**src/rtl/fir_tap_loader_pkg.sv**
```systemverilog
// -----------------------------------------------------------------------------
// fir_tap_loader_pkg
// Shared types and helpers for the FIR coefficient loader.
//   state_t   : loader FSM states
//   tap_count : total tap count T = 2**(n_log2 + m_log2)
// -----------------------------------------------------------------------------
package fir_tap_loader_pkg;

  typedef enum logic [1:0] {
    SM_IDLE    = 2'd0,
    SM_DISABLE = 2'd1,
    SM_PRIME   = 2'd2,
    SM_STREAM  = 2'd3
  } state_t;

  function automatic int unsigned tap_count(input int unsigned n_log2,
                                            input int unsigned m_log2);
    return 32'd1 << (n_log2 + m_log2);
  endfunction

endpackage

```
**src/rtl/fir_tap_mem.sv**
```systemverilog
// -----------------------------------------------------------------------------
// fir_tap_mem
// Simple dual-port tap RAM: one write port, one synchronous read port with
// one cycle of latency. The array itself is not reset; only the read-data
// register is cleared so the downstream tap bus is quiet after reset.
// Ports:
//   clk_i      clock
//   rst_n_i    async active-low reset (read register only)
//   wr_en_i    write strobe
//   wr_addr_i  write index
//   wr_data_i  write value
//   rd_addr_i  read index, sampled on the rising edge
//   rd_data_o  mem[rd_addr_i] from the previous edge
// -----------------------------------------------------------------------------
module fir_tap_mem #(
  parameter int unsigned G_ADDR_WIDTH = 4,
  parameter int unsigned G_DATA_WIDTH = 16
) (
  input  logic                    clk_i,
  input  logic                    rst_n_i,
  input  logic                    wr_en_i,
  input  logic [G_ADDR_WIDTH-1:0] wr_addr_i,
  input  logic [G_DATA_WIDTH-1:0] wr_data_i,
  input  logic [G_ADDR_WIDTH-1:0] rd_addr_i,
  output logic [G_DATA_WIDTH-1:0] rd_data_o
);

  localparam int unsigned DEPTH = 2 ** G_ADDR_WIDTH;

  logic [G_DATA_WIDTH-1:0] mem_q [DEPTH];
  logic [G_DATA_WIDTH-1:0] rd_data_q;

  // Write port: commit one tap per strobe
  always_ff @(posedge clk_i) begin
    if (wr_en_i) begin
      mem_q[wr_addr_i] <= wr_data_i;
    end else begin
      mem_q[wr_addr_i] <= mem_q[wr_addr_i];
    end
  end

  // Read port: registered read, cleared only by reset
  always_ff @(posedge clk_i or negedge rst_n_i) begin
    if (!rst_n_i) begin
      rd_data_q <= {G_DATA_WIDTH{1'b0}};
    end else begin
      rd_data_q <= mem_q[rd_addr_i];
    end
  end

  assign rd_data_o = rd_data_q;

endmodule

```
**src/rtl/fir_tap_loader.sv**
```systemverilog
// -----------------------------------------------------------------------------
// fir_tap_loader
// Coefficient source for configurable_fir. Keeps a shadow copy of all
// T = 2**(G_NUM_STAGES_LOG2+G_STAGE_DEPTH_LOG2) taps, written by software
// through cfg_wr_*. On start it disables the FIR for G_DISABLE_CYCLES cycles,
// primes the RAM read, then streams every tap in address order over a
// valid/ready interface, pulsing done after the last accepted tap.
// Optional feature macro: FIR_TAP_LOADER_CHECKSUM_EN adds tap_checksum, the
// signed running sum of the taps transferred in the current/last load.
// Ports:
//   clk, reset_n                  clock, async active-low reset
//   cfg_wr_addr/data/valid/ready  software tap write port (ready only in IDLE)
//   start                         one-cycle load request (ignored while busy)
//   busy, done                    status; done pulses once per load
//   fir_enable                    FIR enable, low only during DISABLE
//   tap_dout/valid/ready          tap stream to the FIR
//   tap_checksum                  (macro only) signed sum of streamed taps
// -----------------------------------------------------------------------------
module fir_tap_loader
  import fir_tap_loader_pkg::*;
#(
  parameter  int unsigned G_NUM_STAGES_LOG2  = 2,
  parameter  int unsigned G_STAGE_DEPTH_LOG2 = 2,
  parameter  int unsigned G_TAP_WIDTH        = 16,
  parameter  int unsigned G_DISABLE_CYCLES   = 2,
  localparam int unsigned AW = G_NUM_STAGES_LOG2 + G_STAGE_DEPTH_LOG2,
  localparam int unsigned TW = G_TAP_WIDTH
) (
  input  logic          clk,
  input  logic          reset_n,
  input  logic [AW-1:0] cfg_wr_addr,
  input  logic [TW-1:0] cfg_wr_data,
  input  logic          cfg_wr_valid,
  output logic          cfg_wr_ready,
  input  logic          start,
  output logic          busy,
  output logic          done,
  output logic          fir_enable,
  output logic [TW-1:0] tap_dout,
  output logic          tap_dout_valid,
  input  logic          tap_dout_ready
`ifdef FIR_TAP_LOADER_CHECKSUM_EN
  ,
  output logic [TW+AW-1:0] tap_checksum
`endif
);

  localparam int unsigned T  = tap_count(G_NUM_STAGES_LOG2, G_STAGE_DEPTH_LOG2);
  localparam int unsigned DW = $clog2(G_DISABLE_CYCLES + 1);

  localparam logic [AW-1:0] LAST_PTR = AW'(T - 1);
  localparam logic [AW-1:0] PTR_ZERO = AW'(0);
  localparam logic [AW-1:0] PTR_ONE  = AW'(1);
  localparam logic [DW-1:0] DIS_LAST = DW'(G_DISABLE_CYCLES - 1);
  localparam logic [DW-1:0] DIS_ZERO = DW'(0);
  localparam logic [DW-1:0] DIS_ONE  = DW'(1);

  state_t        state_q;
  logic [AW-1:0] ptr_q;
  logic [DW-1:0] dis_cnt_q;
  logic          cfg_wr_ready_q;
  logic          busy_q;
  logic          done_q;
  logic          fir_enable_q;
  logic          tap_dout_valid_q;

  logic          wr_fire;
  logic          xfer_fire;
  logic [AW-1:0] rd_addr_d;

  assign wr_fire   = cfg_wr_valid & cfg_wr_ready_q;
  assign xfer_fire = tap_dout_valid_q & tap_dout_ready;

  // Look one tap ahead on a transfer so the RAM output always equals mem[ptr]
  always_comb begin
    rd_addr_d = ptr_q;
    if (xfer_fire) begin
      rd_addr_d = ptr_q + PTR_ONE;
    end else begin
      rd_addr_d = ptr_q;
    end
  end

  fir_tap_mem #(
    .G_ADDR_WIDTH (AW),
    .G_DATA_WIDTH (TW)
  ) u_mem (
    .clk_i     (clk),
    .rst_n_i   (reset_n),
    .wr_en_i   (wr_fire),
    .wr_addr_i (cfg_wr_addr),
    .wr_data_i (cfg_wr_data),
    .rd_addr_i (rd_addr_d),
    .rd_data_o (tap_dout)
  );

  // Loader FSM with registered status and handshake outputs
  always_ff @(posedge clk or negedge reset_n) begin
    if (!reset_n) begin
      state_q          <= SM_IDLE;
      ptr_q            <= PTR_ZERO;
      dis_cnt_q        <= DIS_ZERO;
      cfg_wr_ready_q   <= 1'b0;
      busy_q           <= 1'b0;
      done_q           <= 1'b0;
      fir_enable_q     <= 1'b0;
      tap_dout_valid_q <= 1'b0;
    end else begin
      done_q <= 1'b0;
      case (state_q)
        SM_IDLE: begin
          // A write in this same cycle lands before PRIME reads, so it streams.
          if (start) begin
            state_q        <= SM_DISABLE;
            dis_cnt_q      <= DIS_ZERO;
            cfg_wr_ready_q <= 1'b0;
            busy_q         <= 1'b1;
            fir_enable_q   <= 1'b0;
          end else begin
            cfg_wr_ready_q <= 1'b1;
          end
        end
        SM_DISABLE: begin
          if (dis_cnt_q == DIS_LAST) begin
            state_q      <= SM_PRIME;
            fir_enable_q <= 1'b1;
            ptr_q        <= PTR_ZERO;
          end else begin
            dis_cnt_q <= dis_cnt_q + DIS_ONE;
          end
        end
        SM_PRIME: begin
          // Read of index 0 is in flight; data is ready when valid rises.
          state_q          <= SM_STREAM;
          tap_dout_valid_q <= 1'b1;
        end
        SM_STREAM: begin
          if (xfer_fire) begin
            if (ptr_q == LAST_PTR) begin
              state_q          <= SM_IDLE;
              tap_dout_valid_q <= 1'b0;
              done_q           <= 1'b1;
              busy_q           <= 1'b0;
              cfg_wr_ready_q   <= 1'b1;
              ptr_q            <= PTR_ZERO;
            end else begin
              ptr_q <= ptr_q + PTR_ONE;
            end
          end else begin
            ptr_q <= ptr_q;
          end
        end
        default: begin
          state_q          <= SM_IDLE;
          ptr_q            <= PTR_ZERO;
          dis_cnt_q        <= DIS_ZERO;
          cfg_wr_ready_q   <= 1'b0;
          busy_q           <= 1'b0;
          fir_enable_q     <= 1'b0;
          tap_dout_valid_q <= 1'b0;
        end
      endcase
    end
  end

  assign cfg_wr_ready   = cfg_wr_ready_q;
  assign busy           = busy_q;
  assign done           = done_q;
  assign fir_enable     = fir_enable_q;
  assign tap_dout_valid = tap_dout_valid_q;

`ifdef FIR_TAP_LOADER_CHECKSUM_EN
  localparam int unsigned CW = TW + AW;

  logic [CW-1:0] checksum_q;

  // Signed running sum of streamed taps; held from done until the next PRIME
  always_ff @(posedge clk or negedge reset_n) begin
    if (!reset_n) begin
      checksum_q <= {CW{1'b0}};
    end else if (state_q == SM_PRIME) begin
      checksum_q <= {CW{1'b0}};
    end else if (xfer_fire) begin
      checksum_q <= checksum_q + {{AW{tap_dout[TW-1]}}, tap_dout};
    end else begin
      checksum_q <= checksum_q;
    end
  end

  assign tap_checksum = checksum_q;
`endif

endmodule

```
**config.mk**
```make
export PLATFORM = sky130hd
export DESIGN_NAME = fir_tap_loader
export DESIGN_NICKNAME = d
export VERILOG_FILES = /design/src/rtl/fir_tap_loader_pkg.sv /design/src/rtl/fir_tap_mem.sv /design/src/rtl/fir_tap_loader.sv
export SDC_FILE = /design/constraint.sdc
export NUM_CORES = 1
export LEC_CHECK = 0
export CORE_MARGIN = 5
export CORE_UTILIZATION = 65
export CTS_CLUSTER_SIZE = 24
export DETAILED_ROUTE_END_ITERATION = 16
export MAX_ROUTING_LAYER = met4
export PLACE_DENSITY_LB_ADDON = 0.3
export SYNTH_ARGS = -nofsm -noshare
export SYNTH_HDL_FRONTEND = slang
export SYNTH_SLANG_ARGS = --single-unit
```
**constraint.sdc**
```tcl
create_clock -name clk -period 7.1 [get_ports clk]
set_clock_uncertainty 0.05 [all_clocks]
set_input_delay 1.065 -clock clk [delete_from_list [all_inputs] [get_ports clk]]
set_output_delay 1.065 -clock clk [all_outputs]
set_load 0.05 [all_outputs]
```
# After elaboration in Yosys (flattened, before gate mapping)
# Memory sizes are Yosys's and may differ from the RTL's. A register that Yosys moved wholly into a read port is not among the register bits.
# Cells that the tools add are included.
[op_classes]
n_addsub = 2
eq_ne = 11
reduce_logical = 14
mux = 32
bitwise_logic = 3
[op_table]
columns = ["cell", "count"]
rows = [
  ["$mux W16", 1],
  ["$mux W4", 4],
  ["$reduce_and A3 Y1", 5],
  ["$mux W1", 14],
  ["$mux W2", 6],
  ["$ne A2 B2 Y1 const B", 5],
  ["$pmux W1 S2", 4],
  ["$pmux W2 S4", 1],
  ["$pmux W4 S2", 1],
  ["$reduce_and A4 Y1", 2],
  ["$reduce_bool A2 Y1", 4],
  ["$add A4 B1 Y4 const B", 1],
  ["$eq A2 B1 Y1 const B", 2],
  ["$eq A2 B2 Y1 const B", 2],
  ["$eq A4 B4 Y1 const B", 1],
  ["$pmux W2 S2", 1],
  ["$add A2 B1 Y2 const B", 1],
  ["$and A1 B1 Y1", 2],
  ["$logic_not A2 Y1", 1],
  ["$reduce_and A2 Y1", 1],
  ["$logic_not A1 Y1", 1],
  ["$ne A0 B0 Y1", 1],
  ["$or A1 B1 Y1", 1],
]
[word_totals]
out_inout_bits = 21
reg_bits = 13
n_memories = 1
wordCells = 71
input_bits = 25
ram_bits = 256
[memory_table]
columns = ["name", "words", "width", "read_ports", "rd_clocked_by_memory_dff", "write_ports", "line", "source"]
rows = [
  ["u_mem.mem_q", 16, 16, 1, 1, 1, "fir_tap_mem.sv:30", "logic [G_DATA_WIDTH-1:0] mem_q [DEPTH];"],
]

# Depth between registers and ports, before layout
# Gate-level depths: netlist of run 1.
[depth]
ltp_word = 4
mapped_depth = 9
depth_no_buf = 7

# Modules after synthesis
# A second synthesis of run 1 with hierarchy kept.
[hier_totals]
cells_unflattened = 513
area_unflattened_um2 = 10889.2
[modules_own_cells]
columns = ["module", "seq_area_each_um2", "cells_each", "area_per_inst_um2", "n_inst"]
rows = [
  ["fir_tap_mem", 8087.8, 432, 10122.2, 1],
  ["fir_tap_loader", 325.3, 81, 767.0, 1],
]

# Worst setup path after synthesis of run 1
# Ideal clock, no wire load.
[synth_timing]
path_type = "input-to-reg"
from = "input cfg_wr_valid"
to = "memory u_mem.mem_q[0][0], enable pin"
setup_time_ns = 0.409
stages = 3
t_arrival_ns = 2.639
slack_ns = 4.002
required_ns = 6.641
n_path_buf = 0
cell_sequence = "nand2_1 -> or3_1 -> nor3_1"
[synth_via]
elab_chain_len = 4
word_cells_on_any_way = 6
classes_between = "3 x mux; 2 x bitwise; 1 x reduce/logical"
[synth_lines]
columns = ["element", "line", "source"]
rows = [
  ["start, declared", "fir_tap_loader.sv:33", "input logic cfg_wr_valid,"],
  ["$and A1 B1 Y1 (*)", "fir_tap_loader.sv:71", "assign wr_fire = cfg_wr_valid & cfg_wr_ready_q;"],
  ["$mux W1, on equally long branches", "fir_tap_mem.sv:35, fir_tap_mem.sv:38", ""],
  ["$mux W1 (not written as such) / $reduce_and A2 Y1 (equally long branches)", "n/a", ""],
  ["$or A1 B1 Y1 (no line) (*)", "n/a", ""],
  ["end, declared", "fir_tap_mem.sv:30", ""],
]
# Every way passes the cells marked *; elsewhere a longest branch is shown, timed or not.

# Final worst setup path of run 1
[layout_timing]
from = "register ptr_q[0]"
to = "register u_mem.rd_data_q[14], in the netlist u_mem.rd_data_o[14] (read register of u_mem.mem_q)"
[layout_via]
elab_chain_len = 2
[layout_lines]
columns = ["element", "line", "source"]
rows = [
  ["start, declared", "fir_tap_loader.sv:59", "logic [AW-1:0] ptr_q;"],
  ["start signal, assigned", "fir_tap_loader.sv:147", "ptr_q <= ptr_q + PTR_ONE;"],
  ["start signal, assigned", "fir_tap_loader.sv:150", "ptr_q <= ptr_q;"],
  ["$add A4 B1 Y4", "fir_tap_loader.sv:78", "rd_addr_d = ptr_q + PTR_ONE;"],
  ["$mux W4 (*)", "fir_tap_loader.sv:77", "if (xfer_fire) begin"],
  ["end, declared", "fir_tap_mem.sv:31", "logic [G_DATA_WIDTH-1:0] rd_data_q;"],
]
# Marks and branches as above.
# A chain may end at the register's enable or synchronous reset.

==> impl_metrics.tcl, run 1 <==
set metrics [dict create \
    powerDensity_nw_per_um2 357 \
    synthTopCellsByCount "edfxtp_1 (256), o211ai_1 (238), o21ai_0 (107), clkbuf_1 (70), a2bb2oi_1 (58)" \
    avgSynthCellArea_um2 12.7 \
    holdBufCountCts 0 \
    core_area_um2 20300 \
    wire_per_inst_um 28.1 \
    internal_power_mw 3.40 \
    holdPathEnd "dis_cnt_q[1]" \
    synth_edf_count 256 \
    min_path_type "register to register" \
    via_per_inst 7.77 \
    drc 0 \
    worstSkewPairLatency_ns 0.56 \
    period_needed_ns 4.30 \
    holdCritStartpoint "dis_cnt_q[1]" \
    synth_xor_xnor_area_share_pct 0 \
    die_area_um2 23700 \
    drt-pass1-iter-count 7 \
    ant_nets 0 \
    p_clk_share_pct 27.5 \
    cts_tree "yes" \
    end_kind "register" \
    die_x_um 154 \
    gp_congestion 0.820 \
    cts_max_level 1 \
    grt_use_total_pct 31.8 \
    crit_slowest_cell "dfrtp_4" \
    timing.final.crit_share_pct 60.5 \
    cts_buffer_depth 3 \
    cts_resized 0 \
    cp_max_fo 76 \
    syn2layout_area_growth_pct 11.9 \
    ir_worst_vdd_uv 225 \
    slew_headroom_pct 18.9 \
    num_io_pins 46 \
    synth-seq-area-share_pct 62.6 \
    p_sw_share_pct 36.6 \
    port_buffers 45 \
    final_nets 1082 \
    cp_common_cell "buf_4" \
    dp_hpwl_um 19700 \
    crit_arrival_ns 4.66 \
    post_cts_buffers 0 \
    hold_depth 1 \
    rsz0062_at_grt "false" \
    drt_iter0_markers 1558 \
    synth_simple_gate_area_share_pct 6.64 \
    num_rows 52 \
    syn_nets 1088 \
    yosysWarnings 0 \
    drv_cap 0 \
    power_frac_seq_pct 37.8 \
    critPathLaunchType "register" \
    power_leakage_nw 4.60 \
    fin_setup_tns_ns 0 \
    reg2reg_to "u_mem.rd_data_o[14]" \
    rrSetupSlack_ns 2.80 \
    syn_inst 1056 \
    overflow 0 \
    via_count 10400 \
    synth_compound_area_share_pct 26.2 \
    synthTopCellsByArea "edfxtp_1 (57%), o211ai_1 (13%), dfrtp_1 (5.4%), o21ai_0 (4.0%), a2bb2oi_1 (3.8%)" \
    syn_area_um2 13400 \
    slew_violations 0 \
    synth_cell_types 53 \
    antenna_found_initial 1 \
    rr_worst_depth 7 \
    cp.required_ns 7.46 \
    clk_pin_slew_worst_paths_ns 0.06 \
    fmax_ghz 0.233 \
    crit_chain "buf_4 > ha_2 > buf_4 > nor3_1 > o32ai_1 > a21boi_1 > or4_1" \
    worst_pin_slew_ns 1.22 \
    ys.flop_type "edfxtp_1" \
    synth_top_family_by_area "compound AO/OA/AOI/OAI gates" \
    status "completed" \
    synth_most_common_cell "edfxtp_1" \
    final_cell_area_um2 15000 \
    ys_ff_latch 285 \
    grt_max_degree 96 \
    p_comb_share_pct 34.7 \
    synthMuxAreaShare_pct 0.316 \
    routed_wl_um 37600 \
    pre_cts_slack_ns 2.70 \
    switchingPower_mw 1.97 \
    post-route-worst-setup-slack_ns 2.80 \
    r2r-start "ptr_q[0]" \
    cts_made_buffers 29 \
    grt_pass1_vias 10000 \
    grt_pass1_wl_um 57200 \
    synth_top_area_share_pct 57.2 \
    slowest_delay_ns 0.98 \
    async_flop_share_pct 10.2 \
    drive_above_1_share_pct 10.2 \
    finalHoldViolations 0 \
    dpl_cell_area_um2 14100 \
    start_util_pct 66.2 \
    fp.dieH_um 154 \
    critPathKind "register to register" \
    finalSetupViolCount 0 \
    yosys.area_share.adder_pct 0.651 \
    yosysTopAreaCell "edfxtp_1" \
    cts_root_buf "clkbuf_16" \
    cts_sinks 285 \
]
## layer usage
| layer | up-vias | global-route usage (%) | part of all wire (%) |
|---|---|---|---|
| met5 | - | - | 0 |
| met4 | 0 | 11.5 | 4.0 |
| met3 | 128 | 6.30 | 12 |
| met2 | 826 | 47.8 | 47 |
| met1 | 5064 | 44.0 | 37 |
| li1 | 4397 | - | - |
## worst max-delay path, delay by kind of cell (launching register included)
kind / cells / cell delay (ns)
AOI/OAI and AO/OA: 2 / 0.41
adders and majority gates: 1 / 0.53
buffers and inverters: 2 / 1.52
DFF: 1 / 0.98
and+or+nand+nor: 2 / 0.61
## logic make-up after synthesis
logic type	Yosys count
DFF	285
and+or+nand+nor	152
adders and majority gates	7
buffers and inverters	120
muxes	4
AOI/OAI and AO/OA	488
## stage by stage
stage	util, %	total power, mW	hold slack, ns	cells
after floorplan	-	3.33	0.446	1056
after detailed placement	69.6	3.88	0.478	1289
final	74.1	5.37	0.486	1341
after global placement	69.6	3.83	0.464	1289
after global routing	74.1	5.59	0.527	1340
after CTS	74.1	5.33	0.495	1339
## how the worst max path moves through the flow
| stage | from | to | depth (start not counted) |
|---|---|---|---|
| final | ptr_q[0] | u_mem.rd_data_o[14] | 7 |
| after global routing | ptr_q[0] | u_mem.rd_data_o[14] | 7 |
| after CTS | ptr_q[0] | u_mem.rd_data_o[14] | 7 |
| after detailed placement | tap_dout_ready | u_mem.rd_data_o[4] | 7 |
| after global placement | tap_dout_ready | u_mem.rd_data_o[8] | 7 |
| after floorplan | cfg_wr_valid | u_mem.mem_q[0][0] | 3 |
## registers in the layout, summed over array words and instances, names as in the netlist
signal and flops:
ptr_q 4, dis_cnt_q 2, busy 1, fir_enable 1, tap_dout_valid 1, u_mem.rd_data_o 16, done 1, cfg_wr_ready 1
state_q 2, u_mem.mem_q 256
## cell usage in the layout (no fill, tap or decap), types with 4 or more instances in the layout
cell	instances
nor3_1	34
clkinv_2	5
nand2b_1	4
inv_1	4
edfxtp_1	256
a211oi_1	4
o211a_1	8
nand2_1	11
clkbuf_16	29
a32oi_1	30
ha_1	6
nor3_2	4
dfrtp_1	27
clkinv_1	4
nand4_1	17
a2bb2oi_1	58
nand3_1	4
nor2b_1	4
nor2_2	12
clkbuf_1	8
clkdlybuf4s50_1	44
a21oi_1	8
nand4b_1	27
o21ai_0	107
o211ai_1	238
nor4_4	4
buf_4	31
nor2_1	17
## power by group through the flow
stage	Combinational, mW	Clock [mW]	Sequential, mW
final	1.86	1.48	2.03
after global routing	1.99	1.56	2.04
after CTS	1.82	1.48	2.03
after detailed placement	1.82	0	2.06
after global placement	1.77	0	2.06
after floorplan	1.15	0	2.18
## final cells by class
cell class,count,area (um2)
diodes,2,5.00
clock buffers,38,769
clock inverters,12,145
well taps,270,338
multi-input cells,651,4660
flip-flops and latches,285,8420
repair buffers,76,678
inverters,7,27.5
fillers,1252,5260
Power figures use the tool's default switching activity.
==> run 2, diff against run 1 <==
Settings changed: CORE_UTILIZATION 65 to 61.
Clock period 7.1 ns to 4.17 ns, I/O delays scaled along.
==> run 2 against run 1 <==
  * The run now ends with max-capacitance violations left
  * Hold slack got worse by 0.32 ns
  * Non-clock buffer count rose by 9
  * Combinational power rose by 76%
  * Global-route usage fell by 0.49 points
  * Sequential share of layout area fell by 0.93 points
  * Maximum frequency rose by 35%
  * Worst setup slack got worse by 1.8 ns
  * Routed wire length rose by 1.9%
  * Utilization fell by 3.8 points
==> impl_metrics.tcl, run 2 (same netlist as run 1, synthesis figures left out) <==
set metrics [dict create \
    status "finished, violations left" \
    powerDensity_nw_per_um2 626 \
    fin_setup_tns_ns 0 \
    post_cts_buffers 0 \
    cp_max_fo 22 \
    ir_worst_vdd_uv 431 \
    postLayoutCoreUtil_pct 70.3 \
    dpl_cell_area_um2 14200 \
    design_power_total_mw 9.58 \
    via_per_inst 7.57 \
    critPathKind "register to register" \
    grt_pass1_vias 10100 \
    violations "max-capacitance violations" \
    wire_per_inst_um 28.1 \
    critPathLaunchType "register" \
    port_buffers 45 \
    drc 0 \
    drt_iter0_markers 1490 \
    cts_made_buffers 30 \
    cts_buffer_depth 3 \
    crit_slowest_cell "nor4_4" \
    rsz0062_at_grt "false" \
    syn2layout_area_growth_pct 13.7 \
    finalHoldViolations 0 \
    final_cell_area_um2 15300 \
    layout_commonest_cell "edfxtp_1" \
    multi_input_area_um2 4660 \
    cts_tree "yes" \
    drt-pass1-iter-count 5 \
    fillerInstances 1435 \
    fmax_ghz 0.313 \
    num_io_pins 46 \
    whs_ns 0.166 \
    grt_use_total_pct 31.3 \
    cts_resized 0 \
    holdBufCountCts 0 \
    cp-startpoint "tap_dout_valid" \
    largest_reg_flops 256 \
    slew_violations 0 \
    period_needed_ns 3.19 \
    grt_max_degree 85 \
    grt_pass1_wl_um 58200 \
    dp_hpwl_um 20500 \
    num_rows 54 \
    power_leakage_nw 4.72 \
    gp_congestion 0.857 \
    regArea_um2 8420 \
    worst_pin_slew_ns 1.48 \
    worstSkewPairLatency_ns 0.56 \
    overflow 0 \
    final_nets 1092 \
    die_x_um 158 \
    routed_wl_um 38400 \
    drv_cap 1 \
    slew_headroom_pct 0.733 \
    min_path_type "input pin to async pin" \
    antenna_found_initial 1 \
    die_area_um2 25100 \
    drive_above_1_share_pct 12.2 \
    crit_arrival_ns 3.62 \
    core_area_um2 21800 \
    finalSetupViolCount 0 \
    slowest_delay_ns 1.22 \
    fp.dieH_um 158 \
    cp.required_ns 4.60 \
    via_count 10300 \
    r2r-start "tap_dout_valid" \
    clk_pin_slew_worst_paths_ns 0.06 \
    timing.final.crit_share_pct 76.6 \
    top_register "u_mem.mem_q" \
    end_kind "register" \
    ant_nets 0 \
    start_util_pct 61.8 \
    cts_max_level 1 \
    cts_sinks 285 \
    cts_root_buf "clkbuf_16" \
    crit_chain "and2_4 > mux2i_1 > nor4_4 > buf_4 > o211ai_1 > nand4_1" \
    layout_common_cells "edfxtp_1 (256), o211ai_1 (238), o21ai_0 (107)" \
]
## run 2: cell count changes in the layout (fill, tap and decap cells not counted), moves of 3 or more
| cell | change |
|---|---|
| clkbuf_8 | +4 |
| clkinvlp_4 | +4 |
| bufinv_16 | +3 |
| clkbuf_1 | -5 |
| buf_4 | +9 |
| clkinv_1 | -4 |
## run 2: worst max-delay path, delay by kind of cell (launching register included)
kind | cells | cell delay [ns]
compound gates | 1 | 0.12
buf+inv | 1 | 0.33
flops | 1 | 0.67
mux | 1 | 0.22
simple gates | 3 | 1.72
## run 2: worst paths after layout
path	endpoint	slack (ns)	cells after the start
worst max-delay path	u_mem.rd_data_o[2]	0.98	6
worst min-delay path	u_mem.rd_data_o[0]	0.17	1
worst max register to register	u_mem.rd_data_o[2]	0.98	6
worst min register to register	dis_cnt_q[1]	0.50	1
max in group asynchronous	ptr_q[0]	3.20	1
min in group clk	dis_cnt_q[1]	0.50	1
## run 2: report_power, final
part | internal (mW) | switching [mW] | leakage, nW
Clock | 1.78 | 1.11 | 0.525
Sequential | 3.28 | 0.137 | 2.65
Combinational | 1.06 | 2.21 | 1.54
## run 2: stage by stage
| step | std cells | setup slack (ns) |
|---|---|---|
| finish | 1364 | 0.977 |
| global route | 1364 | 0.948 |
| CTS | 1363 | 1.08 |
| detailed placement | 1308 | 0.577 |
| global placement | 1308 | 0.682 |
| floorplan | 1056 | 1.41 |
## run 2: layout make-up
type / count / share of cell area (%)
Clock inverter: 17 / 1.70
Multi-Input combinational cell: 651 / 30.5
Clock buffer: 38 / 5.43
Antenna cell: 1 / 0.0164
Tap cell: 280 / 2.29
Inverter: 7 / 0.180
Timing Repair Buffer: 85 / 4.88
Sequential cell: 285 / 55.0
## run 2: routing by layer
layer / wire length, um / vias up / part of all wire [%] / track usage, %
met5: 0 / - / 0 / -
met1: 14500 / 5010 / 38 / 42.6
met2: 17900 / 781 / 47 / 47.5
met4: 1380 / 0 / 3.6 / 11.6
met3: 4530 / 119 / 12 / 6.22
li1: - / 4412 / - / -
